File: src/rtl/wb_req_pkg.sv
// Shared types for the Wishbone request queue: the queued request payload
// and the states of the issue sequencer.
package wb_req_pkg;

   localparam int WB_W = 32;

   typedef struct packed {
      logic            we;
      logic [WB_W-1:0] adr;
      logic [WB_W-1:0] dat;
      logic [3:0]      sel;
   } wb_req_t;

   typedef enum logic [1:0] {
      ST_IDLE,
      ST_ISSUE,
      ST_WAIT_START,
      ST_WAIT_DONE
   } wbq_state_t;

endpackage

File: src/rtl/wb_req_fifo.sv
// Request FIFO: power-of-two depth, head visible combinationally, registered
// occupancy and ready so both can drive block outputs directly.
module wb_req_fifo
   import wb_req_pkg::*;
#(
   parameter int DEPTH = 4
) (
   input  logic                   clk_i,
   input  logic                   rst_ni,
   input  logic                   push_i,
   input  wb_req_t                wdata_i,
   input  logic                   pop_i,
   output wb_req_t                rdata_o,
   output logic [$clog2(DEPTH):0] count_o,
   output logic                   ready_o
);

   localparam int AW = $clog2(DEPTH);
   localparam int CW = AW + 1;

   logic [AW-1:0] wr_ptr_q, wr_ptr_d;
   logic [AW-1:0] rd_ptr_q, rd_ptr_d;
   logic [CW-1:0] count_q, count_d;
   logic          ready_q, ready_d;
   wb_req_t       mem_q [DEPTH];

   always_comb begin
      wr_ptr_d = wr_ptr_q;
      rd_ptr_d = rd_ptr_q;
      count_d  = count_q;
      if (push_i) wr_ptr_d = wr_ptr_q + 1'b1;
      if (pop_i)  rd_ptr_d = rd_ptr_q + 1'b1;
      case ({push_i, pop_i})
         2'b10:   count_d = count_q + 1'b1;
         2'b01:   count_d = count_q - 1'b1;
         default: count_d = count_q;
      endcase
      // Ready follows the next occupancy so it is already low in the cycle the FIFO is full.
      ready_d = (count_d != CW'(DEPTH));
   end

   always_ff @(posedge clk_i or negedge rst_ni) begin
      if (!rst_ni) begin
         wr_ptr_q <= '0;
         rd_ptr_q <= '0;
         count_q  <= '0;
         ready_q  <= 1'b1;
      end else begin
         wr_ptr_q <= wr_ptr_d;
         rd_ptr_q <= rd_ptr_d;
         count_q  <= count_d;
         ready_q  <= ready_d;
      end
   end

   always_ff @(posedge clk_i) begin
      if (push_i) mem_q[wr_ptr_q] <= wdata_i;
   end

   assign rdata_o = mem_q[rd_ptr_q];
   assign count_o = count_q;
   assign ready_o = ready_q;

endmodule

File: src/rtl/wishbone_request_queue.sv
// Queues CPU bus requests and issues them one at a time to the Wishbone
// manager CPU port, returning an in-order completion per request.
module wishbone_request_queue
   import wb_req_pkg::*;
#(
   parameter int DEPTH         = 4,
   parameter int START_TIMEOUT = 8
) (
   input  logic                   CLK,
   input  logic                   nRST,
   input  logic                   req_valid,
   output logic                   req_ready,
   input  logic                   req_we,
   input  logic [WB_W-1:0]        req_adr,
   input  logic [WB_W-1:0]        req_dat,
   input  logic [3:0]             req_sel,
   output logic                   rsp_valid,
   output logic                   rsp_we,
   output logic [WB_W-1:0]        rsp_dat,
   output logic                   rsp_timeout,
   output logic [$clog2(DEPTH):0] count,
   output logic                   MGR_WRITE_O,
   output logic                   MGR_READ_O,
   output logic [WB_W-1:0]        MGR_ADR_O,
   output logic [WB_W-1:0]        MGR_DAT_O,
   output logic [3:0]             MGR_SEL_O,
   input  logic [WB_W-1:0]        MGR_DAT_I,
   input  logic                   MGR_BUSY_I
);

   localparam int                TW      = $clog2(START_TIMEOUT + 1);
   localparam logic [TW-1:0]     TO_LAST = TW'(START_TIMEOUT - 1);

   wbq_state_t      state_q, state_d;
   logic [TW-1:0]   tcnt_q, tcnt_d;
   logic            wr_q, wr_d, rd_q, rd_d;
   logic [WB_W-1:0] adr_q, adr_d, dat_q, dat_d;
   logic [3:0]      sel_q, sel_d;
   logic            rsp_valid_q, rsp_valid_d, rsp_we_q, rsp_we_d, rsp_to_q, rsp_to_d;
   logic [WB_W-1:0] rsp_dat_q, rsp_dat_d;

   logic    push, pop, fifo_ready;
   wb_req_t wdata, head;
   logic [$clog2(DEPTH):0] fifo_count;

   assign push  = req_valid & fifo_ready;
   assign wdata = '{we: req_we, adr: req_adr, dat: req_dat, sel: req_sel};

   wb_req_fifo #(.DEPTH(DEPTH)) u_fifo (
      .clk_i   (CLK),
      .rst_ni  (nRST),
      .push_i  (push),
      .wdata_i (wdata),
      .pop_i   (pop),
      .rdata_o (head),
      .count_o (fifo_count),
      .ready_o (fifo_ready)
   );

   always_comb begin
      state_d     = state_q;
      tcnt_d      = tcnt_q;
      wr_d        = 1'b0;
      rd_d        = 1'b0;
      adr_d       = adr_q;
      dat_d       = dat_q;
      sel_d       = sel_q;
      rsp_valid_d = 1'b0;
      rsp_we_d    = 1'b0;
      rsp_dat_d   = '0;
      rsp_to_d    = 1'b0;
      pop         = 1'b0;
      case (state_q)
         ST_IDLE: begin
            if (fifo_count != '0) begin
               adr_d   = head.adr;
               dat_d   = head.dat;
               sel_d   = head.sel;
               wr_d    = head.we;
               rd_d    = ~head.we;
               state_d = ST_ISSUE;
            end
         end
         ST_ISSUE: begin
            tcnt_d  = '0;
            state_d = ST_WAIT_START;
         end
         ST_WAIT_START: begin
            if (MGR_BUSY_I) begin
               state_d = ST_WAIT_DONE;
            end else if (tcnt_q == TO_LAST) begin
               rsp_valid_d = 1'b1;
               rsp_we_d    = head.we;
               rsp_to_d    = 1'b1;
               pop         = 1'b1;
               adr_d       = '0;
               dat_d       = '0;
               sel_d       = '0;
               state_d     = ST_IDLE;
            end else begin
               tcnt_d = tcnt_q + 1'b1;
            end
         end
         ST_WAIT_DONE: begin
            if (!MGR_BUSY_I) begin
               rsp_valid_d = 1'b1;
               rsp_we_d    = head.we;
               rsp_dat_d   = head.we ? '0 : MGR_DAT_I;
               pop         = 1'b1;
               adr_d       = '0;
               dat_d       = '0;
               sel_d       = '0;
               state_d     = ST_IDLE;
            end
         end
         default: state_d = ST_IDLE;
      endcase
   end

   always_ff @(posedge CLK or negedge nRST) begin
      if (!nRST) begin
         state_q     <= ST_IDLE;
         tcnt_q      <= '0;
         wr_q        <= 1'b0;
         rd_q        <= 1'b0;
         adr_q       <= '0;
         dat_q       <= '0;
         sel_q       <= '0;
         rsp_valid_q <= 1'b0;
         rsp_we_q    <= 1'b0;
         rsp_dat_q   <= '0;
         rsp_to_q    <= 1'b0;
      end else begin
         state_q     <= state_d;
         tcnt_q      <= tcnt_d;
         wr_q        <= wr_d;
         rd_q        <= rd_d;
         adr_q       <= adr_d;
         dat_q       <= dat_d;
         sel_q       <= sel_d;
         rsp_valid_q <= rsp_valid_d;
         rsp_we_q    <= rsp_we_d;
         rsp_dat_q   <= rsp_dat_d;
         rsp_to_q    <= rsp_to_d;
      end
   end

   assign req_ready   = fifo_ready;
   assign count       = fifo_count;
   assign MGR_WRITE_O = wr_q;
   assign MGR_READ_O  = rd_q;
   assign MGR_ADR_O   = adr_q;
   assign MGR_DAT_O   = dat_q;
   assign MGR_SEL_O   = sel_q;
   assign rsp_valid   = rsp_valid_q;
   assign rsp_we      = rsp_we_q;
   assign rsp_dat     = rsp_dat_q;
   assign rsp_timeout = rsp_to_q;

endmodule

File: config.mk
export PLATFORM = sky130hd
export DESIGN_NAME = wishbone_request_queue
export DESIGN_NICKNAME = d
export VERILOG_FILES = /design/src/rtl/wb_req_pkg.sv /design/src/rtl/wb_req_fifo.sv /design/src/rtl/wishbone_request_queue.sv
export SDC_FILE = /design/constraint.sdc
export NUM_CORES = 1
export LEC_CHECK = 0
export BUFFER_PORTS_ARGS = -buffer_cell sky130_fd_sc_hd__buf_2
export CORE_ASPECT_RATIO = 0.9
export CORE_MARGIN = 8
export CORE_UTILIZATION = 50
export DETAILED_ROUTE_END_ITERATION = 10
export PLACE_DENSITY_LB_ADDON = 0.05
export SYNTH_ARGS = -nofsm -noshare
export SYNTH_HDL_FRONTEND = slang
export SYNTH_HIERARCHICAL = 1
export SYNTH_SLANG_ARGS = --single-unit
File: constraint.sdc
create_clock -name CLK -period 2.9 [get_ports CLK]
set_input_delay 0.145 -clock CLK [delete_from_list [all_inputs] [get_ports CLK]]
set_output_delay 0.145 -clock CLK [all_outputs]
set_load 0.05 [all_outputs]
==> Word level (Yosys, flattened, before mapping) <==
Memories as Yosys holds them, arrays and structs flattened.
Index checks and enable logic that the tools add are counted.
{ "word_totals": {"ff_bits": 119, "latchBits": 0, "ram_bits": 276, "mem_bits_ro": 0, "inputBits": 105, "n_memories": 1} }
{ "classes": {"n_addsub": 5, "n_mul": 0, "div": 0, "magnitude_cmp": 0, "eq_ne": 13, "n_shift": 0, "muxes": 39, "bitwise": 2, "n_reduce_logical": 7} }
{ "memory_table": {"columns": ["name", "words", "width", "read_ports", "rd_ports_with_merged_regs", "wr", "line_no", "source"], "rows": [
  ["u_fifo.mem_q", 4, 69, 1, 0, 1, "wb_req_fifo.sv:25", "wb_req_t mem_q [DEPTH];"]
]} }
{ "ops": {"columns": ["op", "n"], "rows": [
  ["32-bit 2-to-1 mux", 8],
  ["32-bit case mux with 3 select lines", 2],
  ["4-bit 2-to-1 mux", 6],
  ["1-bit 2-to-1 mux", 13],
  ["4-bit case mux with 3 select lines", 1],
  ["2-bit != test (second input constant)", 5],
  ["2-bit 2-to-1 mux", 4],
  ["2-bit case mux with 4 select lines", 1],
  ["4-bit case mux with 2 select lines", 1],
  ["2-bit == test (second input constant)", 3],
  ["3-bit != test (second input constant)", 2],
  ["3-bit case mux with 2 select lines", 1],
  ["3-bit AND reduction", 2],
  ["3-bit nonzero test", 2],
  ["5-bit AND reduction", 1],
  ["2-bit by 1-bit adder with 2-bit output (second input constant)", 2],
  ["4-bit by 1-bit adder with 4-bit output (second input constant)", 1],
  ["2-bit by 1-bit == test with 1-bit output (second input constant)", 2],
  ["4-bit by 3-bit == test with 1-bit output (second input constant)", 1],
  ["1-bit case mux with 2 select lines", 2],
  ["3-bit by 1-bit adder with 3-bit output (second input constant)", 1],
  ["3-bit by 1-bit subtractor with 3-bit output (second input constant)", 1],
  ["2-bit logical NOT", 1],
  ["2-bit nonzero test", 1],
  ["2 further kinds", 2]
]} }

==> Longest topological paths before layout <==
{ "depth": {"word_depth": 7, "mapped_depth": 11} }

==> Modules after synthesis <==
Netlist, hierarchy kept.
{ "by_module_without_submodules": {"columns": ["mod", "n_inst", "cells_per_inst", "area_per_inst_um2", "seq_area_each_um2"], "rows": [
  ["wb_req_fifo", 1, 399, 10456.3, 8489.4],
  ["wishbone_request_queue", 1, 419, 4674.5, 2777.7]
]} }

==> Least setup slack after synthesis <==
Ideal clock, no wire load.
{ "synth_timing": {"path_kind": "flip-flop to flip-flop", "start": "reg u_fifo.ready_q, in the netlist u_fifo/ready_o", "end": "mem u_fifo/mem_q[0][0] (netlist bit) (enable)", "arrival_time_ns": 2.599, "required_time_ns": 2.466, "path_slack_ns": -0.134, "stages_incl_launch_ff": 3, "period_less_slack_ns": 3.034, "cell_sequence": "dfstp_2 and2_1 and2_1"} }
{ "synth_via": {"elab_chain_cells": 3} }
{ "synth_lines": {"columns": ["element", "line_no", "source"], "rows": [
  ["start: declaration", "wb_req_fifo.sv:24", "logic ready_q, ready_d;"],
  ["start signal: assignment", "wb_req_fifo.sv:52", "ready_q <= ready_d;"],
  ["1-bit AND", "wishbone_request_queue.sv:46", "assign push = req_valid & fifo_ready;"],
  ["named net push", "wishbone_request_queue.sv:42", "logic push, pop, fifo_ready;"],
  ["1-bit 2-to-1 mux", "wb_req_fifo.sv:57", "if (push_i) mem_q[wr_ptr_q] <= wdata_i;"],
  ["1-bit 2-to-1 mux (not written as such)", "wb_req_fifo.sv:57", null],
  ["end: declaration", "wb_req_fifo.sv:25", null]
]} }
The timed path passes the listed nets, and every way through them passes these cells.

==> Worst setup path in the final report <==
{ "layout_timing": {"start": "reg tcnt_q[0]", "end": "reg u_fifo.ready_q, in the netlist u_fifo/ready_o"} }
{ "layout_via": {"elab_chain_cells": 7, "elab_cells_between_ends": 8} }
{ "layout_lines": {"columns": ["element", "line_no", "source"], "rows": [
  ["start: declaration", "wishbone_request_queue.sv:35", "logic [TW-1:0] tcnt_q, tcnt_d;"],
  ["start signal: assignment", "wishbone_request_queue.sv:135", "tcnt_q <= tcnt_d;"],
  ["4-bit by 3-bit == test with 1-bit output *", "wishbone_request_queue.sv:91", "end else if (tcnt_q == TO_LAST) begin"],
  ["1-bit 2-to-1 mux *", "wishbone_request_queue.sv:91", null],
  ["1-bit 2-to-1 mux *", "wishbone_request_queue.sv:89", "if (MGR_BUSY_I) begin"],
  ["1-bit case mux with 2 select lines *", "wishbone_request_queue.sv:73", "case (state_q)"],
  ["named net pop", "wishbone_request_queue.sv:42", null],
  ["2-bit by 1-bit == test with 1-bit output or 2-bit == test (tied branches)", "wb_req_fifo.sv:33", "case ({push_i, pop_i})"],
  ["3-bit case mux with 2 select lines *", "wb_req_fifo.sv:33", null],
  ["3-bit != test *", "wb_req_fifo.sv:39", "ready_d = (count_d != CW'(DEPTH));"],
  ["named net u_fifo.ready_d", "wb_req_fifo.sv:24", null]
]} }
The timed path passes the listed nets; every way through them passes the cells marked *.
A chain may end at the register's enable or synchronous reset.

==> results_dict.tcl <==
set metrics [dict create \
    cts_repair_resize_count 0 \
    finalMaxSlewViolations 0 \
    dieArea_sq_um 36100 \
    fillers 2198 \
    synthesis.area_per_instance_sq_um 18.5 \
    core_area_sq_um 29900 \
    worst-endpoint-arrival_ns 3.18 \
    floorplan.initialDensity_pct 50.6 \
    mappedNetlistArea_sq_um 15100 \
    number_of_h_tree_branching_levels 2 \
    synth_ff_type "edfxtp_1" \
    clockRootBuffer "clkbuf_16" \
    synth_nets 934 \
    synthCells 818 \
    post_cts_hold_buffer_count 103 \
    peakVddDrop_uv 921 \
    layout.cells.non_filler 1601 \
    startpoint_type "flop" \
    run_status "finished clean" \
    layout_commonest_cell "edfxtp_1" \
    route.antenna.remaining_nets 0 \
    fin_crit_sh_pct 94.5 \
    clkLatencyLatePin_ns 0.52 \
    area_growth_pct 26.2 \
    maxSlewHeadroom_pct 59.4 \
    worst-endpoint-required_ns 3.34 \
    groute.usage.overall_pct 17.6 \
    total_leakage_power_nw 7.84 \
    setup_repair_after_global_routing_missed_its_margin "no" \
    post_drt_via_cell_ratio 5.01 \
    period_minus_slack_ns 2.74 \
    crit-reg2reg-launch "tcnt_q[0]$_DFFE_PN0P_" \
    drive_above_1_share_pct 30.6 \
    fmax_ghz 0.365 \
    grt_pass1_wl_um 49300 \
    number_of_ports_placed_on_the_die_boundary 214 \
    biggest_fanout_along_the_worst_timing_path 6 \
    holdWs_ns 0.152 \
    tritoncts.num_buffers 41 \
    post-dp-hpwl_um 18800 \
    timing.critical_path.to_type "flop" \
    setup_viol 0 \
    routed-via-count 8014 \
    utilization_pct 63.9 \
    layout.cells.most_common_list "edfxtp_1, buf_2, dfrtp_1" \
    drtPass1Iterations 4 \
    cts_setup_buffers 0 \
    detailedRoute.firstIterationViolations 401 \
    synth_enable_flop_cells 276 \
    actual_slew_at_the_worst_max_slew_pin_ns 0.608 \
    r2r.worst_path.cells 10 \
    regToRegSetupSlack_ns 0.16 \
    stdcell_area_sq_um 19100 \
    buffer_ports.inserted 213 \
    placed_area_sq_um 16800 \
    num-nets-final 1278 \
    min_path_type "input port to async pin" \
    post-place-cells 1419 \
    hold_viol 0 \
    sequential_to_total_area_share_from_yosys_stat_pct 74.5 \
    die_height_um 181 \
    route.final.wire_length_um 31800 \
    path_class "flop to flop" \
    routabilityCongestion 0.708 \
    grt_remaining_overflow 0 \
    std_cell_rows 60 \
    synth.lib_cells_used.distinct 45 \
    ys_ff_latch 395 \
    die_width_um 199 \
    grt_pass1_vias 8709 \
    crit-reg2reg-capture "u_fifo/ready_o$_DFF_PN1_" \
    antenna_found_initial 3 \
    cap_viol_max_count 0 \
    drc 0 \
    timing.setup.tns_ns 0 \
    clock_tree.buffer_depth 3 \
    tritoncts "built" \
    grt_start_max_net_pins 70 \
    clkSlewWorstSetupHoldPaths_ns 0.06 \
    ys_warn_count 6 \
    powerDensity_nw_per_um2 1110 \
    avgRoutedWirePerCell_um 19.8 \
    fin_skew_ns 0.0122 \
    synth-async-reset-ratio_pct 30.1 \
    cts.sinks 395 \
]
flip-flops by register name, summed over array words and instances (netlist names), 3 cells and up:
| name | count |
|---|---|
| MGR_ADR_O | 32 |
| u_fifo/count_o | 3 |
| MGR_SEL_O | 4 |
| MGR_DAT_O | 32 |
| u_fifo/mem_q | 276 |
| tcnt_q | 4 |
| rsp_dat | 32 |
cell type report:
type,count,area (sq um),area share [%]
clock buffers,65,1210,6.33
diodes,3,7.51,0.0393
multi-input cells,310,3280,17.2
flip-flops and latches,395,11300,59.1
well taps,403,504,2.64
inverters,77,289,1.51
repair buffers,337,2450,12.8
clock inverters,11,76.3,0.400
per-stage QoR:
step / setup slack (ns) / total power, W
after floorplan: 0.152 / 0.0143
after global placement: 0.267 / 0.0163
after detailed placement: 0.172 / 0.0164
after CTS: 0.179 / 0.0215
after global routing: 0.00308 / 0.0223
final: 0.161 / 0.0212
critical path: stages, from the launching register on:
cell,delay (ns)
dfrtp_1,0.39
ha_1,0.26
and3b_1,0.31
a21oi_1,0.14
nor2_1,0.14
ha_1,0.20
inv_1,0.06
fa_1,0.38
xor2_1,0.16
or3_1,0.33
a211o_1,0.30
Yosys cell counts, types with 3 or more instances:
cell	number	area share [%]
edfxtp_1	276	55
and2_1	38	1.6
or3_1	3	0.12
ha_1	10	0.83
dfrtp_1	118	20
inv_1	77	1.9
xor2_1	3	0.17
o21ai_0	5	0.17
buf_4	4	0.20
nand2_1	75	1.9
nor2_1	5	0.12
nand3_1	3	0.099
mux4_2	68	10
mux2i_1	69	4.6
clkbuf_1	12	0.30
buf_2	9	0.30
buf_12	7	0.93
where the power goes:
group | internal, W | switching (W) | total, W
clock network | 0.00294 | 0.00202 | 0.00496
logic | 0.00304 | 0.00513 | 0.00817
registers | 0.00750 | 0.000524 | 0.00803
total | 0.0135 | 0.00767 | 0.0212
logic make-up after synthesis:
family                     Yosys count  synth area share [%]
buffers and inverters              113                  3.98
muxes                              138                  14.9
adders and majority gates           11                 0.959
DFF                                395                  74.5
and+or+nand+nor                    140                  4.61
AOI/OAI and AO/OA                   16                 0.835
xor gates and xnor gates             5                 0.289
metal layers:
metal / part of all wire [%] / wire [um] / GRT usage (%)
met5: 0 / 0 / 0
met4: 1.8 / 573 / 4.35
met3: 6.1 / 1950 / 3.53
met2: 48 / 15400 / 29.0
met1: 44 / 13900 / 23.8
worst max path at each step:
stage | start | to | slack [ns] | depth (start not counted)
floorplan | state_q[0]$_DFFE_PN0P_ | u_fifo/ready_o$_DFF_PN1_ | 0.15 | 11
global placement | tcnt_q[0]$_DFFE_PN0P_ | u_fifo/ready_o$_DFF_PN1_ | 0.27 | 10
detailed placement | tcnt_q[0]$_DFFE_PN0P_ | u_fifo/ready_o$_DFF_PN1_ | 0.17 | 10
CTS | tcnt_q[0]$_DFFE_PN0P_ | u_fifo/ready_o$_DFF_PN1_ | 0.18 | 10
global route | tcnt_q[0]$_DFFE_PN0P_ | u_fifo/ready_o$_DFF_PN1_ | 0.003 | 10
finish | tcnt_q[0]$_DFFE_PN0P_ | u_fifo/ready_o$_DFF_PN1_ | 0.16 | 10
(Power assumes the default switching activity.)
